**src/rtl/dm_port_arbiter.sv**
```systemverilog
// Two-master arbiter for a single-port word-wide data memory.
// Sub-word stores are done as read-modify-write; one transaction in flight at a time.
module dm_port_arbiter #(
    parameter int ADDR_W = 32,
    parameter bit FAIR   = 1'b1
) (
    input  logic              clk,
    input  logic              reset,
    input  logic              m0_req,
    output logic              m0_ready,
    input  logic              m0_we,
    input  logic [3:0]        m0_be,
    input  logic [ADDR_W-1:0] m0_addr,
    input  logic [31:0]       m0_wdata,
    output logic              m0_ack,
    output logic [31:0]       m0_rdata,
    input  logic              m1_req,
    output logic              m1_ready,
    input  logic              m1_we,
    input  logic [3:0]        m1_be,
    input  logic [ADDR_W-1:0] m1_addr,
    input  logic [31:0]       m1_wdata,
    output logic              m1_ack,
    output logic [31:0]       m1_rdata,
    output logic [ADDR_W-1:0] mem_addr,
    output logic              mem_we,
    output logic [31:0]       mem_wdata,
    input  logic [31:0]       mem_rdata,
    output logic              busy
);
    typedef enum logic [1:0] {IDLE, ACCESS, MERGE, RESP} state_t;

    state_t            state, state_nxt;
    logic              last_grant;
    logic              id;
    logic              we;
    logic [3:0]        be;
    logic [ADDR_W-3:0] word;
    logic [31:0]       wdata;
    logic [31:0]       cap;
    logic [31:0]       rdata_q0, rdata_q1;
    logic              grant0, grant1;
    logic              accept0, accept1;
    logic              partial;

    // m1 wins a tie only under round-robin when m0 was granted last
    assign grant0 = m0_req & (~m1_req | ~FAIR | last_grant);
    assign grant1 = m1_req & (~m0_req | (FAIR & ~last_grant));

    assign m0_ready = (state == IDLE) & ~reset & grant0;
    assign m1_ready = (state == IDLE) & ~reset & grant1;
    assign accept0  = m0_req & m0_ready;
    assign accept1  = m1_req & m1_ready;
    assign partial  = we & (be != 4'hF) & (be != 4'h0);
    assign busy     = (state != IDLE);

    assign m0_ack   = (state == RESP) & ~reset & ~id;
    assign m1_ack   = (state == RESP) & ~reset & id;
    // load data is presented directly from the capture register during the ack cycle
    assign m0_rdata = (m0_ack & ~we) ? cap : rdata_q0;
    assign m1_rdata = (m1_ack & ~we) ? cap : rdata_q1;

    always_ff @(posedge clk) begin
        if (reset) begin
            state      <= IDLE;
            last_grant <= 1'b1;
            id         <= 1'b0;
            we         <= 1'b0;
            be         <= 4'h0;
            word       <= '0;
            wdata      <= 32'h0;
            cap        <= 32'h0;
            rdata_q0   <= 32'h0;
            rdata_q1   <= 32'h0;
        end else begin
            state <= state_nxt;
            case (state)
                IDLE: begin
                    if (accept0 | accept1) begin
                        id         <= accept1;
                        last_grant <= accept1;
                        we         <= accept1 ? m1_we    : m0_we;
                        be         <= accept1 ? m1_be    : m0_be;
                        word       <= accept1 ? m1_addr[ADDR_W-1:2] : m0_addr[ADDR_W-1:2];
                        wdata      <= accept1 ? m1_wdata : m0_wdata;
                    end
                end
                ACCESS: begin
                    if (~we | partial) cap <= mem_rdata;
                end
                RESP: begin
                    if (~we) begin
                        if (id) rdata_q1 <= cap;
                        else    rdata_q0 <= cap;
                    end
                end
                default: ;
            endcase
        end
    end

    always_comb begin
        state_nxt = state;
        mem_addr  = '0;
        mem_we    = 1'b0;
        mem_wdata = 32'h0;
        case (state)
            IDLE: begin
                if (accept0 | accept1) state_nxt = ACCESS;
            end
            ACCESS: begin
                mem_addr  = {word, 2'b00};
                state_nxt = partial ? MERGE : RESP;
                if (we && be == 4'hF) begin
                    mem_we    = 1'b1;
                    mem_wdata = wdata;
                end
            end
            MERGE: begin
                mem_addr  = {word, 2'b00};
                mem_we    = 1'b1;
                for (int i = 0; i < 4; i++)
                    mem_wdata[8*i +: 8] = be[i] ? wdata[8*i +: 8] : cap[8*i +: 8];
                state_nxt = RESP;
            end
            RESP: state_nxt = IDLE;
            default: state_nxt = IDLE;
        endcase
        // reset aborts: no memory traffic during the reset cycle
        if (reset) begin
            mem_addr  = '0;
            mem_we    = 1'b0;
            mem_wdata = 32'h0;
        end
    end
endmodule

```
**config.mk**
```make
export PLATFORM = sky130hd
export DESIGN_NAME = dm_port_arbiter
export DESIGN_NICKNAME = d
export VERILOG_FILES = /design/src/rtl/dm_port_arbiter.sv
export SDC_FILE = /design/constraint.sdc
export NUM_CORES = 1
export LEC_CHECK = 0
export CORE_MARGIN = 4
export CORE_UTILIZATION = 51
export CTS_CLUSTER_SIZE = 20
export DETAILED_ROUTE_END_ITERATION = 10
export PLACE_DENSITY = 0.93
export SKIP_CTS_REPAIR_TIMING = 1
export SLEW_MARGIN = 25
export SYNTH_ARGS = -nofsm -noshare
export SYNTH_HDL_FRONTEND = slang
export SYNTH_SLANG_ARGS = --single-unit
```
**constraint.sdc**
```tcl
create_clock -name clk -period 5.6 [get_ports clk]
set_clock_uncertainty 0.1 [all_clocks]
set_input_delay 0.84 -clock clk [delete_from_list [all_inputs] [get_ports clk]]
set_output_delay 0.84 -clock clk [all_outputs]
set_load 0.02 [all_outputs]
```
==> flow_summary.rst, run 1 <==
.. list-table::
   :header-rows: 1

   * - Metric
     - Value
   * - Highest clock frequency the design can meet
     - 0.217 GHz
   * - Final cycle utilization of the critical path
     - between 80% and 90%
   * - Area occupied by multi-input gates
     - approximately 5700 sq um
   * - Clock power share
     - 25.5%
   * - Total gr overflow
     - 0
   * - WL final
     - 36.4 mm
   * - CP Launch Type
     - register
   * - Floorplan die area
     - 21600 sq um
   * - Share of cells above drive strength 1
     - 10.1%
   * - Total routing usage reported by global routing
     - ~31%
   * - Initial cell density of the core
     - 52.2%
   * - Top-area cell type share of the netlist area
     - 33.9%
   * - Worst setup EP type
     - primary output
   * - Combined flip-flop and latch cell area
     - 3340 sq um
   * - Count of pins on the block boundary
     - 308
   * - Max Fanout on Critical Path
     - 53
   * - Final-report setup violation count
     - 0
   * - Root buf cell
     - sky130_fd_sc_hd__clkbuf_16
   * - Routability-driven placement congestion ratio
     - 0.869
   * - # H-tree levels
     - 4
   * - Total Nets Final
     - 1478
   * - Netlist area before placement
     - 9870 sq um
   * - Clock latency of the later-clocked register in the worst-skew pair
     - 0.43 ns
   * - Die Wd
     - 147 microns
   * - Switching Power
     - 2.04 mW
   * - Ant diodes
     - 0
   * - Global-route wire length before repair
     - 55.2 mm
   * - Fraction of power spent switching nets
     - 42.4%
   * - Floorplan row count
     - 50
   * - Data arrival at the endpoint of the critical path
     - 3.66 ns
   * - Largest area contributor in the synthesized netlist
     - sky130_fd_sc_hd__dfxtp_1
   * - Number of vias per cell
     - 6.80
   * - Internal Power
     - 2.77 mW
   * - Top post-synthesis cells by area
     - sky130_fd_sc_hd__dfxtp_1, sky130_fd_sc_hd__a2111oi_0, sky130_fd_sc_hd__nor4b_1, sky130_fd_sc_hd__mux2_2, sky130_fd_sc_hd__a22o_1
   * - Count of mapped cells out of synthesis
     - 1123
   * - CP required
     - between 4 and 5 ns
   * - Cts bufs inserted
     - 17
   * - Tightest slew margin relative to the limit
     - 29.2%
   * - Portion of total power attributed to combinational logic
     - 36.5%
   * - Setup repair after global routing missed its margin
     - false
   * - Slew Limit Fails
     - 0
   * - CORE AREA
     - 18900 sq um
   * - Peak supply drop
     - 0.241 mV
   * - Final Hold Viols
     - 0
   * - Half-perimeter wire length after placement
     - between 20 and 25 mm
   * - Sum Neg Setup Slack
     - 0 ns
   * - Status
     - complete, no violations
   * - Number of violations reported at the end of detailed-routing iteration 0
     - 1203
   * - TritonCTS clock tree
     - built
   * - DRT Pass-1 Iters
     - 5
   * - Height of the chip
     - 147 microns
   * - Avg Inst Size Synth
     - 8.79 sq um
   * - Clock transition at path regs
     - 0.07 ns
   * - R2r startpoint
     - be[0]
   * - Average detailed-routed wire length per instance
     - 23.1 microns
   * - Hold WC Path Type
     - reg -> reg
   * - Leakage Power
     - 4.36 nW
   * - Fillers
     - 1424
   * - Area overhead of the layout relative to synthesis
     - 34.8%
   * - Instance count after placement with tap cells included
     - ~1500
   * - Synth Warn #
     - 0
   * - Number of global-route vias before repair
     - 9801
   * - Clock net sink count
     - between 150 and 200
   * - Dominant synthesized flop cell
     - sky130_fd_sc_hd__dfxtp_1
   * - Setup Crit Path Kind
     - reg -> out
   * - Most frequent cells after synthesis
     - sky130_fd_sc_hd__dfxtp_1, sky130_fd_sc_hd__clkbuf_1, sky130_fd_sc_hd__a21oi_1
   * - Number of flops mapped to enable cells by yosys
     - 0
   * - Overall via count from detail_route
     - 10694
   * - Most frequently used cell type in the post-synthesis netlist
     - sky130_fd_sc_hd__dfxtp_1
   * - Antenna violations before repair
     - 0
   * - Total power after layout
     - 4.81 mW
   * - Min Tclk post-route
     - approximately 4.6 ns
   * - Max-cap violations
     - 0
   * - Power density cells
     - about 360 nW/um^2
   * - Final Instance Count excl. Fillers
     - 1572
   * - DRC violation count after routing
     - 0
   * - Count of distinct cell types in the synthesized netlist
     - 43
   * - Crit path launch
     - be[0]
   * - Register area share after synthesis
     - 33.9%
   * - Largest net degree at the start of global routing
     - 136
   * - Transition time at the pin with the least slew margin
     - 1.06 ns
   * - Number of synthesized register bits
     - 167
   * - Register share of total power
     - 38.0%
   * - Post-route ant nets
     - 0
   * - Buffers on Ports
     - roughly 300
   * - Maximum buffer depth of the clock tree
     - 2
   * - Post-synthesis async set-or-reset flop share
     - 0%
   * - Hold path startpoint
     - rdata_q0[10]
==> per-layer routing <==
layer	vias up	wire length [microns]	GRT usage, %
met4	0	1340	12.6
met1	5107	13200	38.2
met5	-	0	0
met2	685	17700	52.0
met3	84	4190	9.19
li1	4818	-	-
==> flip-flops by register name, summed over array words and instances (netlist names) <==
signal	count
rdata_q1	32
state	2
id	1
last_grant	1
word	30
be	4
cap	32
wdata	32
we	1
rdata_q0	32
==> final timing paths <==
check,cells past startpoint,slack (ns),end
worst max-delay path,5,1.0,mem_wdata[18]
worst min-delay path,1,0.37,rdata_q0[10]
worst max register to register,4,2.97,cap[4]
worst min register to register,1,0.37,rdata_q0[10]
==> stage by stage <==
step	utilization [%]	hold slack (ns)	cell area, sq um	setup WS, ns
2_1_floorplan	-	0.335	9870	2.61
3_3_place_gp	66.9	0.349	12600	1.43
3_5_place_dp	67.0	0.350	12700	1.38
4_1_cts	70.2	0.372	13300	1.07
5_1_grt	70.4	0.384	13300	0.860
6_report	70.4	0.368	13300	0.996
==> critical path: stages, from the launching register on <==
cell and delay (ns):
sky130_fd_sc_hd__dfxtp_1 0.84, sky130_fd_sc_hd__and4_4 0.77, sky130_fd_sc_hd__buf_4 0.46, sky130_fd_sc_hd__nand4_1 0.14
sky130_fd_sc_hd__a31oi_1 0.34, sky130_fd_sc_hd__clkdlybuf4s50_1 0.67
==> power by group through the flow <==
| stage | clock (mW) | sequential (mW) | combinational (mW) |
|---|---|---|---|
| detailed placement | 0 | 1.83 | 1.69 |
| floorplan | 0 | 1.63 | 1.24 |
| global placement | 0 | 1.82 | 1.63 |
| finish | 1.23 | 1.83 | 1.76 |
| CTS | 1.23 | 1.81 | 1.72 |
| global route | 1.28 | 1.85 | 1.89 |
==> area by class of cell <==
| cell class | count | area share (%) |
|---|---|---|
| multi-input combinational | 771 | 43.2 |
| tap | 260 | 2.45 |
| sequential | 167 | 25.1 |
| timing repair buffer | 325 | 24.2 |
| clock buffer | 18 | 3.30 |
| inverter | 17 | 0.489 |
| clock inverter | 14 | 1.22 |
==> cells by family after synthesis <==
group                      synth area share [%]
other                                    0.0380
and+or+nand+nor                            25.5
muxes                                      7.30
adders and majority gates                 0.634
AOI/OAI and AO/OA                          24.1
buffers and inverters                      8.57
DFF                                        33.9
==> cell usage in the layout (no fill, tap or decap), drive strengths merged, types with 34 or more instances in the layout <==
| cell | count |
|---|---|
| dfxtp | 167 |
| nor4b | 67 |
| a21oi | 81 |
| nor4 | 68 |
| nor3b | 34 |
| a22o | 64 |
| a31oi | 56 |
| nand2 | 35 |
| a2111oi | 77 |
| clkdlybuf4s50 | 299 |
| nand3 | 55 |
| mux2 | 64 |
No activity file was read; power rests on OpenSTA's default activity.
==> run 2: changes to the inputs <==
--- a/config.mk
+++ b/config.mk
@@ -6,10 +6,10 @@
 export NUM_CORES = 1
 export LEC_CHECK = 0
 export CORE_MARGIN = 4
-export CORE_UTILIZATION = 51
+export CORE_UTILIZATION = 48
 export CTS_CLUSTER_SIZE = 20
 export DETAILED_ROUTE_END_ITERATION = 10
-export PLACE_DENSITY = 0.93
+export PLACE_DENSITY = 0.88
 export SKIP_CTS_REPAIR_TIMING = 1
 export SLEW_MARGIN = 25
 export SYNTH_ARGS = -nofsm -noshare
==> constraint.sdc (replaced) <==
create_clock -name clk -period 4.3 [get_ports clk]
set_clock_uncertainty 0.1 [all_clocks]
set_input_delay 0.645 -clock clk [delete_from_list [all_inputs] [get_ports clk]]
set_output_delay 0.645 -clock clk [all_outputs]
set_load 0.02 [all_outputs]
==> run 2 against run 1 <==
  * Sequential cell count stayed put
  * Die area grew 5.9%
  * Register-to-register slack got worse by 1.6 ns
  * Non-clock buffer count increased by 6
  * Power up 34%
  * Sequential power rose by 29%
  * Critical path depth unchanged
  * Global-route usage shrank 1.6 points
  * Clock power rose by 50%
  * Wire length fell by 1.9%
  * Sequential share of layout area fell by 0.22 points
==> flow_summary.rst, run 2 (synthesis results as in run 1) <==
.. list-table::
   :header-rows: 1

   * - Metric
     - Value
   * - Status
     - complete, no violations
   * - Hold WC Path Type
     - reg -> reg
   * - Min Tclk post-route
     - 3.90 ns
   * - Portion of total power attributed to combinational logic
     - 34.9% (-1.6 points)
   * - Clock latency of the later-clocked register in the worst-skew pair
     - 0.43 ns (about the same)
   * - Setup Crit Path Kind
     - reg -> out
   * - Height of the chip
     - 151 microns (+2.9%)
   * - Register share of total power
     - 36.6% (-1.4 points)
   * - Setup repair after global routing missed its margin
     - false
   * - Clock transition at path regs
     - 0.07 ns (about the same)
   * - Max-cap violations
     - 0 (unchanged)
   * - Transition time at the pin with the least slew margin
     - 0.993 ns (-0.0677 ns)
   * - CP Launch Type
     - register
   * - # H-tree levels
     - 4 (unchanged)
   * - Routability-driven placement congestion ratio
     - 0.908 (+4.6%)
   * - Switching Power
     - 2.62 mW (+29%)
   * - Worst min-delay path endpoint
     - rdata_q1[24]
   * - Average detailed-routed wire length per instance
     - 22.5 microns (-2.9%)
   * - Fillers
     - 1618 (+14%)
   * - Ant diodes
     - 0 (unchanged)
   * - Root buf cell
     - sky130_fd_sc_hd__clkbuf_16
   * - Area overhead of the layout relative to synthesis
     - 36.0%
   * - Data arrival at the endpoint of the critical path
     - 3.16 ns (-0.50 ns)
   * - TritonCTS clock tree
     - built
   * - Tightest slew margin relative to the limit
     - 33.8% (+4.6 points)
   * - Largest net degree at the start of global routing
     - 128 (-5.9%)
   * - Count of pins on the block boundary
     - 308 (unchanged)
   * - DRC violation count after routing
     - 0 (unchanged)
   * - Buffers on Ports
     - 301 (unchanged)
   * - Total Nets Final
     - 1484 (+0.41%)
   * - Worst R2R Setup Slack
     - 1.42 ns (-1.55 ns)
   * - Cell family contributing the most delay on the critical path
     - buffers and inverters
   * - Leakage Power
     - 4.43 nW (+1.7%)
   * - Power density cells
     - 482 nW/um^2 (+33%)
   * - Most common library cell in the layout ignoring fill and taps
     - sky130_fd_sc_hd__clkdlybuf4s50_1
   * - WL final
     - 35.7 mm (-1.9%)
   * - Final cycle utilization of the critical path
     - 90.8%
   * - Smallest setup slack after layout
     - 0.396 ns (-0.599 ns)
   * - Sum Neg Setup Slack
     - 0 ns (unchanged)
   * - Number of violations reported at the end of detailed-routing iteration 0
     - 907 (-25%)
   * - Initial cell density of the core
     - 48.8% (-3.5 points)
   * - Number of global-route vias before repair
     - 9716 (-0.87%)
   * - Floorplan die area
     - 22900 sq um (+5.9%)
   * - Number of vias per cell
     - 6.64 (-2.3%)
   * - CORE AREA
     - 20200 sq um (+7.1%)
   * - Cts bufs inserted
     - 17 (unchanged)
   * - Most frequent cells in the layout
     - sky130_fd_sc_hd__clkdlybuf4s50_1, sky130_fd_sc_hd__dfxtp_1, sky130_fd_sc_hd__a21oi_1
   * - CP cell instances
     - and2_1 > buf_4 > a21oi_2 > a2111oi_2 > clkdlybuf4s50_1
   * - Reg2Reg Depth
     - 6 (+2)
   * - Final Hold Viols
     - 0 (unchanged)
   * - Maximum buffer depth of the clock tree
     - 2 (unchanged)
   * - Peak supply drop
     - 0.263 mV (+9.0%)
   * - Die Wd
     - 151 microns (+2.9%)
   * - Slew Limit Fails
     - 0 (unchanged)
   * - Max incr delay on CP
     - 0.73 ns (-0.11 ns)
   * - Final-report setup violation count
     - 0 (unchanged)
   * - Highest clock frequency the design can meet
     - 0.256 GHz
   * - Clock net sink count
     - 167 (unchanged)
   * - Internal Power
     - 3.84 mW (+38%)
   * - End of the worst register-to-register path
     - be[3]
   * - CP required
     - 3.56 ns (-1.10 ns)
   * - Floorplan row count
     - 52 (+4.0%)
   * - Buffers and inverters on the worst path
     - 2 (unchanged)
   * - Half-perimeter wire length after placement
     - 24.1 mm (+1.5%)
   * - Worst setup EP type
     - primary output
   * - Post-route ant nets
     - 0 (unchanged)
   * - Global-route wire length before repair
     - 53.9 mm (-2.4%)
   * - Antenna violations before repair
     - 1 (+1)
   * - Slowest stage cell on the critical path
     - sky130_fd_sc_hd__dfxtp_1
   * - DRT Pass-1 Iters
     - 8 (+3)
   * - R2r startpoint
     - state[0]
   * - Share of cells above drive strength 1
     - 10.8% (+0.64 points)
   * - Hold path cells
     - 1 (unchanged)
   * - Total gr overflow
     - 0 (unchanged)
   * - Max Fanout on Critical Path
     - 16 (-70%)
   * - Hold path startpoint
     - rdata_q1[24]
   * - Worst slack, placed
     - 0.786 ns (-0.589 ns)
   * - Fraction of power spent switching nets
     - 40.6% (-1.8 points)
   * - Total routing usage reported by global routing
     - 29.7% (-1.6 points)
   * - Overall via count from detail_route
     - 10550 (-1.3%)
   * - Clock power share
     - 28.5% (+3.0 points)
==> run 2: power groups by stage <==
stage	sequential (mW)	clock, mW	combinational, mW
CTS	2.35	1.84	2.23
global placement	2.36	0	2.17
global route	2.40	1.91	2.46
floorplan	2.13	0	1.61
finish	2.36	1.84	2.26
detailed placement	2.38	0	2.21
==> run 2: final cells by class <==
type / instances / area [sq um] / area share [%]
clock buffers: 18 / 439 / 3.27
flip-flops and latches: 167 / 3340 / 24.9
inverters: 17 / 63.8 / 0.475
repair buffers: 331 / 3250 / 24.2
multi-input cells: 771 / 5730 / 42.7
clock inverters: 14 / 255 / 1.90
well taps: 270 / 338 / 2.52
==> run 2: worst reg2reg max path, cell delays in order (launching register included) <==
cell and delay (ns):
sky130_fd_sc_hd__dfxtp_1 0.43, sky130_fd_sc_hd__inv_1 0.12, sky130_fd_sc_hd__ha_1 0.33, sky130_fd_sc_hd__nand2b_4 0.27, sky130_fd_sc_hd__buf_4 0.79, sky130_fd_sc_hd__a2111oi_0 0.24
sky130_fd_sc_hd__nor4_1 0.47
==> run 2: worst max path at each step <==
stage | from | end | slack (ns) | depth (start not counted)
6_report | we | mem_wdata[30] | 0.40 | 5
5_1_grt | we | mem_wdata[30] | 0.28 | 5
4_1_cts | we | mem_wdata[30] | 0.40 | 5
3_5_place_dp | reset | m1_rdata[8] | 0.79 | 6
3_3_place_gp | reset | m1_rdata[8] | 0.82 | 6
2_1_floorplan | reset | mem_wdata[0] | 1.70 | 4
==> run 2: routing by layer <==
| layer | vias up | part of all wire, % | GRT usage (%) | routed length [microns] |
|---|---|---|---|---|
| li1 | 4852 | - | - | - |
| met1 | 5088 | 39 | 37.0 | 13800 |
| met2 | 539 | 48 | 49.5 | 17300 |
| met3 | 69 | 10 | 8.20 | 3640 |
| met4 | 2 | 2.7 | 9.88 | 971 |
| met5 | - | 0.036 | 0 | 13 |
==> run 2: per-stage QoR <==
step | instances | util [%] | hold slack, ns | power (mW) | instance area, sq um
2_1_floorplan | 1124 | - | 0.335 | 3.74 | 9870
3_3_place_gp | 1556 | 62.9 | 0.349 | 4.53 | 12700
3_5_place_dp | 1556 | 62.9 | 0.348 | 4.59 | 12700
4_1_cts | 1588 | 66.3 | 0.373 | 6.42 | 13400
5_1_grt | 1588 | 66.3 | 0.381 | 6.77 | 13400
6_report | 1588 | 66.3 | 0.374 | 6.46 | 13400
